--- config.mk ---
export PLATFORM = sky130hd
export DESIGN_NAME = rgb_clamp_align
export DESIGN_NICKNAME = d
export VERILOG_FILES = /design/src/rtl/rgb_lab_pkg.sv /design/src/rtl/ctrl_delay_line.sv /design/src/rtl/rgb_clamp_align.sv
export SDC_FILE = /design/constraint.sdc
export NUM_CORES = 1
export LEC_CHECK = 0
export ABC_AREA = 1
export CORE_ASPECT_RATIO = 2
export CORE_UTILIZATION = 33
export DETAILED_ROUTE_END_ITERATION = 10
export GPL_TIMING_DRIVEN = 0
export PLACE_DENSITY = 0.81
export SETUP_SLACK_MARGIN = 0.15
export SKIP_CTS_REPAIR_TIMING = 1
export SLEW_MARGIN = 5
export SYNTH_ARGS = -nofsm -noshare
export SYNTH_HDL_FRONTEND = slang
export SYNTH_SLANG_ARGS = --single-unit
--- constraint.sdc ---
create_clock -name clock -period 0.8 [get_ports clock]
set_input_delay 0.12 -clock clock [delete_from_list [all_inputs] [get_ports clock]]
set_output_delay 0.12 -clock clock [all_outputs]
set_load 0.05 [all_outputs]
--- src/rtl/rgb_lab_pkg.sv ---
// Shared definitions for the post colour-matrix stages: default latency,
// channel-format bit positions and the channel clamp/clip helpers.
package rgb_lab_pkg;

  localparam int LAT_DEFAULT   = 4;
  localparam int DSIZE_DEFAULT = 8;
  localparam int CH_MAX_W      = 16;

  // Matrix result layout: {sign, overflow, DSIZE magnitude bits}
  localparam int SIGN_OFS = 1;
  localparam int OVF_OFS  = 0;
  localparam int SIGN_IDX = DSIZE_DEFAULT + SIGN_OFS;
  localparam int OVF_IDX  = DSIZE_DEFAULT + OVF_OFS;

  function automatic logic [CH_MAX_W-1:0] clamp_ch(input logic [CH_MAX_W+1:0] x,
                                                   input int unsigned dsize);
    logic [1:0]          hi;
    logic [CH_MAX_W-1:0] mask;
    hi   = 2'(x >> dsize);
    mask = {CH_MAX_W{1'b1}} >> (CH_MAX_W - dsize);
    if (hi[SIGN_OFS])     clamp_ch = '0;
    else if (hi[OVF_OFS]) clamp_ch = mask;
    else                  clamp_ch = x[CH_MAX_W-1:0] & mask;
  endfunction

  function automatic logic clip_ch(input logic [CH_MAX_W+1:0] x,
                                   input int unsigned dsize);
    logic [1:0] hi;
    hi      = 2'(x >> dsize);
    clip_ch = |hi;
  endfunction

endpackage

--- src/rtl/ctrl_delay_line.sv ---
// Fixed-depth shift register used to keep video sync aligned with a
// pipelined datapath. Asynchronous active-low reset clears every stage.
module ctrl_delay_line #(
  parameter int W     = 3,
  parameter int DEPTH = 4
) (
  input  logic         clock,
  input  logic         rst_n,
  input  logic [W-1:0] d_i,
  output logic [W-1:0] q_o
);

  logic [W-1:0] sr_q [DEPTH];

  always_ff @(posedge clock or negedge rst_n) begin
    if (!rst_n) begin
      for (int i = 0; i < DEPTH; i++) sr_q[i] <= '0;
    end else begin
      sr_q[0] <= d_i;
      for (int i = 1; i < DEPTH; i++) sr_q[i] <= sr_q[i-1];
    end
  end

  assign q_o = sr_q[DEPTH-1];

endmodule

--- src/rtl/rgb_clamp_align.sv ---
// Saturates signed colour-matrix results to unsigned DSIZE and realigns vs/hs/de.
// Define RGB_CLAMP_CLIP_STAT_EN to build the per-frame clipped-pixel counter.
module rgb_clamp_align
  import rgb_lab_pkg::*;
#(
  parameter int DSIZE = DSIZE_DEFAULT,
  parameter int LAT   = LAT_DEFAULT,
  parameter int CNT_W = 20
) (
  input  logic                    clock,
  input  logic                    rst_n,
  input  logic                    i_vs,
  input  logic                    i_hs,
  input  logic                    i_de,
  input  logic signed [DSIZE+1:0] iR,
  input  logic signed [DSIZE+1:0] iG,
  input  logic signed [DSIZE+1:0] iB,
  output logic [DSIZE-1:0]        oR,
  output logic [DSIZE-1:0]        oG,
  output logic [DSIZE-1:0]        oB,
  output logic                    o_vs,
  output logic                    o_hs,
  output logic                    o_de,
  output logic [CNT_W-1:0]        clip_cnt,
  output logic                    clip_cnt_vld
);

  logic [2:0]       ctrl_tap;
  logic [2:0]       ctrl_q;
  logic [DSIZE-1:0] r_d, g_d, b_d;
  logic [DSIZE-1:0] r_q, g_q, b_q;

  // Tap is {vs,hs,de} aligned with the current iR/iG/iB
  ctrl_delay_line #(.W(3), .DEPTH(LAT)) u_ctrl_dly (
    .clock (clock),
    .rst_n (rst_n),
    .d_i   ({i_vs, i_hs, i_de}),
    .q_o   (ctrl_tap)
  );

  always_comb begin
    r_d = DSIZE'(clamp_ch((CH_MAX_W+2)'(iR), DSIZE));
    g_d = DSIZE'(clamp_ch((CH_MAX_W+2)'(iG), DSIZE));
    b_d = DSIZE'(clamp_ch((CH_MAX_W+2)'(iB), DSIZE));
  end

  // Clamp stage: data and sync leave together, LAT+1 after the sync input
  always_ff @(posedge clock or negedge rst_n) begin
    if (!rst_n) begin
      ctrl_q <= '0;
      r_q    <= '0;
      g_q    <= '0;
      b_q    <= '0;
    end else begin
      ctrl_q <= ctrl_tap;
      r_q    <= r_d;
      g_q    <= g_d;
      b_q    <= b_d;
    end
  end

  assign oR   = r_q;
  assign oG   = g_q;
  assign oB   = b_q;
  assign o_vs = ctrl_q[2];
  assign o_hs = ctrl_q[1];
  assign o_de = ctrl_q[0];

`ifdef RGB_CLAMP_CLIP_STAT_EN
  localparam logic [CNT_W-1:0] CNT_MAX = '1;

  logic             clip_ev, vs_rise;
  logic             vs_prev_q, armed_q, vld_q;
  logic [CNT_W-1:0] cnt_d, cnt_q, clip_cnt_q;

  assign clip_ev = ctrl_tap[0] & (clip_ch((CH_MAX_W+2)'(iR), DSIZE) |
                                  clip_ch((CH_MAX_W+2)'(iG), DSIZE) |
                                  clip_ch((CH_MAX_W+2)'(iB), DSIZE));
  assign vs_rise = ctrl_tap[2] & ~vs_prev_q;

  // A clipped pixel on the frame-start cycle belongs to the new frame
  always_comb begin
    cnt_d = cnt_q;
    if (vs_rise)                          cnt_d = clip_ev ? CNT_W'(1) : '0;
    else if (clip_ev && cnt_q != CNT_MAX) cnt_d = cnt_q + 1'b1;
  end

  always_ff @(posedge clock or negedge rst_n) begin
    if (!rst_n) begin
      vs_prev_q  <= 1'b0;
      armed_q    <= 1'b0;
      vld_q      <= 1'b0;
      cnt_q      <= '0;
      clip_cnt_q <= '0;
    end else begin
      vs_prev_q <= ctrl_tap[2];
      cnt_q     <= cnt_d;
      vld_q     <= vs_rise & armed_q;
      if (vs_rise) begin
        armed_q <= 1'b1;
        if (armed_q) clip_cnt_q <= cnt_q;
      end
    end
  end

  assign clip_cnt     = clip_cnt_q;
  assign clip_cnt_vld = vld_q;
`else
  assign clip_cnt     = '0;
  assign clip_cnt_vld = 1'b0;
`endif

endmodule

# ---- Word-level counts from Yosys, hierarchy flattened
# Cells that the tools add are included.
dict set report word_totals {
  regBits 39
  input_bits 35
  output_inout_bits 48
}
dict set report classes {
  n_mux 6
}
# op n
set ops {}
lappend ops {{2-to-1 mux 8 bit} 6}

# ---- Longest topological paths before layout
dict set report depth {
  depth_word 2
  depth_mapped 3
  mapped_depth_nobuf 2
}

# ---- Hierarchy
# Synthesis repeated with hierarchy kept, for this count alone.
dict set report unflattened {
  hier_cells 118
  area_unflattened_um2 1377.6
}
# mod seq_area_each_um2 area_each_um2 instances cells_per_inst
set modules_own_cells {}
lappend modules_own_cells {rgb_clamp_align 675.6 1054.8 1 103}
lappend modules_own_cells {ctrl_delay_line 300.3 322.8 1 15}

# ---- Worst setup path after synthesis
# No wires, ideal clock.
dict set report synth_timing {
  path_kind {flip-flop to output port}
  from {reg b_q[0] (netlist: oB[0])}
  to {out oB[0]}
  path_buffers 0
  path_stages_with_launch 1
  t_required_ps 680
  path_slack_ps 94
  t_arrival_ps 586
  path_cell_list {dfrtp_1}
}
# element line
set synth_rtl {}
lappend synth_rtl {{start, declared} rgb_clamp_align.sv:31} ;# logic [DSIZE-1:0] r_q, g_q, b_q;
lappend synth_rtl {{start signal, assigned} rgb_clamp_align.sv:53} ;# b_q <= '0;
lappend synth_rtl {{start signal, assigned} rgb_clamp_align.sv:58} ;# b_q <= b_d;
lappend synth_rtl {{end, declared} rgb_clamp_align.sv:20} ;# output logic [DSIZE-1:0] oB,
# No word-level cell between the ends.

# ---- Worst setup path in the final report
dict set report layout_timing {
  from {reg b_q[7] (netlist: oB[7])}
  to {out oB[7]}
}
# No word-level cell between the ends.

==> results.cfg <==
[finish]
nets = 232
areaGrowthSynthToFinish_pct = 65.47
multiInputGateArea_sq_um = 259.0
antenna_cells = 0
fill_cells = 329
final_common_cell = nor2_1
final_cell_mix = nor2_1 (48), dfrtp_2 (27), clkdlybuf4s50_1 (27), buf_6 (27), buf_4 (24)
drive_gt1_frac = 0.4495
seqCellArea_sq_um = 1010
final_area_sq_um = 2242

[sta]
rsz0062_at_grt = yes
post-route-period-util = 1.208
hold_viol = 39
finalSetupViolCount = 27
hold_ws_ns = -0.1788
fin_crit_ns = 0.9662
setup_tns_ns = -4.119
timing.final.ws_setup_ns = -0.1662
fmax_ghz = 1.035
finClkSkew_ns = 0.008645
drv_slew = 0

[worst_setup_path]
required_ns = 0.68
endpoint_kind = output pin
cp.depth = 1
path_cells = buf_6
critPathKind = reg -> out
cp_data_arrival_time_ns = 0.85
slowest_delay_ns = 0.41
critPathBufInv = 1
crit_family = flip-flops
path_max_fanout = 1
reg2reg_depth = 0
cp_slowest_cell = dfrtp_2
cp-start-kind = flip-flop

[logic_synthesis]
synth-simple-area-share = 0.1330
ys_seq_area_frac = 0.7202
muxShareOfSynthArea = 0
synth_top_family_by_area = buffers and inverters
synthAdderAreaFrac = 0
synth_area_sq_um = 1355
syn_inst = 115
synth_compound_area_frac = 0
synthDistinctLibCells = 5
syn_area_per_cell_sq_um = 11.78
ys_ff_latch = 39
yosysWarnings = 0
synth_xor_area_frac = 0

[die]
start_util = 0.3489
ios = 83
core_area_sq_um = 3884
die_h_um = 92.62
dieArea_sq_um = 4382
die_x_um = 47.31
rows = 32

[clock_network]
clk_pin_slew_ns = 0.07
clockRootBuffer = clkbuf_8
cts_buffer_depth = 2
cts_max_level = 2
clock-sinks = 39
cts_tree = done
clk_latency_ns = 0.28
cts_buffers = 5

[global_route]
track_usage = 0.1259
grt_pass1_vias = 852
grt_max_degree = 40
overflow = 0
antenna_found_initial = 0
grt_first_pass_wirelength_mm = 3.705

[drt]
wirelength_mm = 2.409
num_vias = 937
vias_per_cell = 3.763
drc_errors = 0
drt-initial-drc-count = 10
first_pass_iters = 3
wl_per_cell_um = 9.675
ant_nets = 0

[hold_path]
worstHoldPathType = in -> async

[flow_run]
max_cap_viol_count = 0

[place]
routabilityCongestion = 0.6088
dpl.hpwl_mm = 1.857
dpl-instance-area_sq_um = 2073
port_buffers = 55

[pwr]
power_leakage_uw = 0.001079
p_per_area_nw_per_um2 = 2276
irDropWorstVdd_uv = 2085

[outcome]
violations = negative hold slack, negative setup slack
status = finished with violations
cells by family (layout without fill, tap and decap cells):
| logic type | Yosys count | after routing |
|---|---|---|
| buf+inv | 27 | 90 |
| flops | 39 | 39 |
| other cells | 1 | 21 |
| simple gates | 48 | 48 |
per-stage QoR:
stage,total power (uW),setup slack (ns),hold WS (ns),util,cells
3_5_place_dp,3232,-0.4646,0.2658,0.5338,241
2_1_floorplan,2868,0.1953,-0.1756,-,135
4_1_cts,5139,-0.7923,-0.05413,0.5680,249
5_1_grt,5314,-0.2006,-0.1505,0.5773,249
6_report,5102,-0.1662,-0.1788,0.5773,249
3_3_place_gp,3219,-1.353,0.3320,0.5351,241
registers in the layout (all words and copies together), names as in the netlist:
| register | cells |
|---|---|
| u_ctrl_dly.sr_q | 9 |
| u_ctrl_dly.q_o | 3 |
| oG | 8 |
| oR | 8 |
| ctrl_q | 3 |
| oB | 8 |
power by group:
group,total (uW),internal (uW),switching (uW)
Clock,1870,1250,625
Combinational,1090,396,690
Sequential,2150,2100,45.6
cell usage after synthesis:
master / count / share of area
nor2_1: 48 / 0.13
dfrtp_1: 39 / 0.72
buf_4: 24 / 0.13
clkbuf_2: 3 / 0.011
conb_1: 1 / 0.0028
worst paths after layout:
check / startpoint / endpoint / slack [ns]
max reg2reg: u_ctrl_dly.q_o[2]$_DFF_PN0_ / ctrl_q[2]$_DFF_PN0_ / 0.31
max: oB[7]$_DFF_PN0_ / oB[7] / -0.17
max in group asynchronous: rst_n / oG[5]$_DFF_PN0_ / 0.60
min: rst_n / oR[3]$_DFF_PN0_ / -0.18
min in group clock: iB[9] / oB[2]$_DFF_PN0_ / 0.09
min reg2reg: u_ctrl_dly.sr_q[5]$_DFF_PN0_ / u_ctrl_dly.q_o[2]$_DFF_PN0_ / 0.34
cell type report:
| cell class | count | share of cell area |
|---|---|---|
| sequential | 39 | 0.4503 |
| timing repair buffer | 55 | 0.2595 |
| multi-input combinational | 69 | 0.1155 |
| buffer | 27 | 0.08705 |
| clock buffer | 6 | 0.03237 |
| tap | 51 | 0.02846 |
| clock inverter | 2 | 0.02679 |
metal layers:
layer	vias to the layer above	track usage	routed length [um]
li1	460	-	-
met1	424	0.1130	711
met2	44	0.2135	1458
met3	9	0.05068	159
met4	0	0.07857	79
met5	-	0	0
Power figures use the tool's default switching activity.
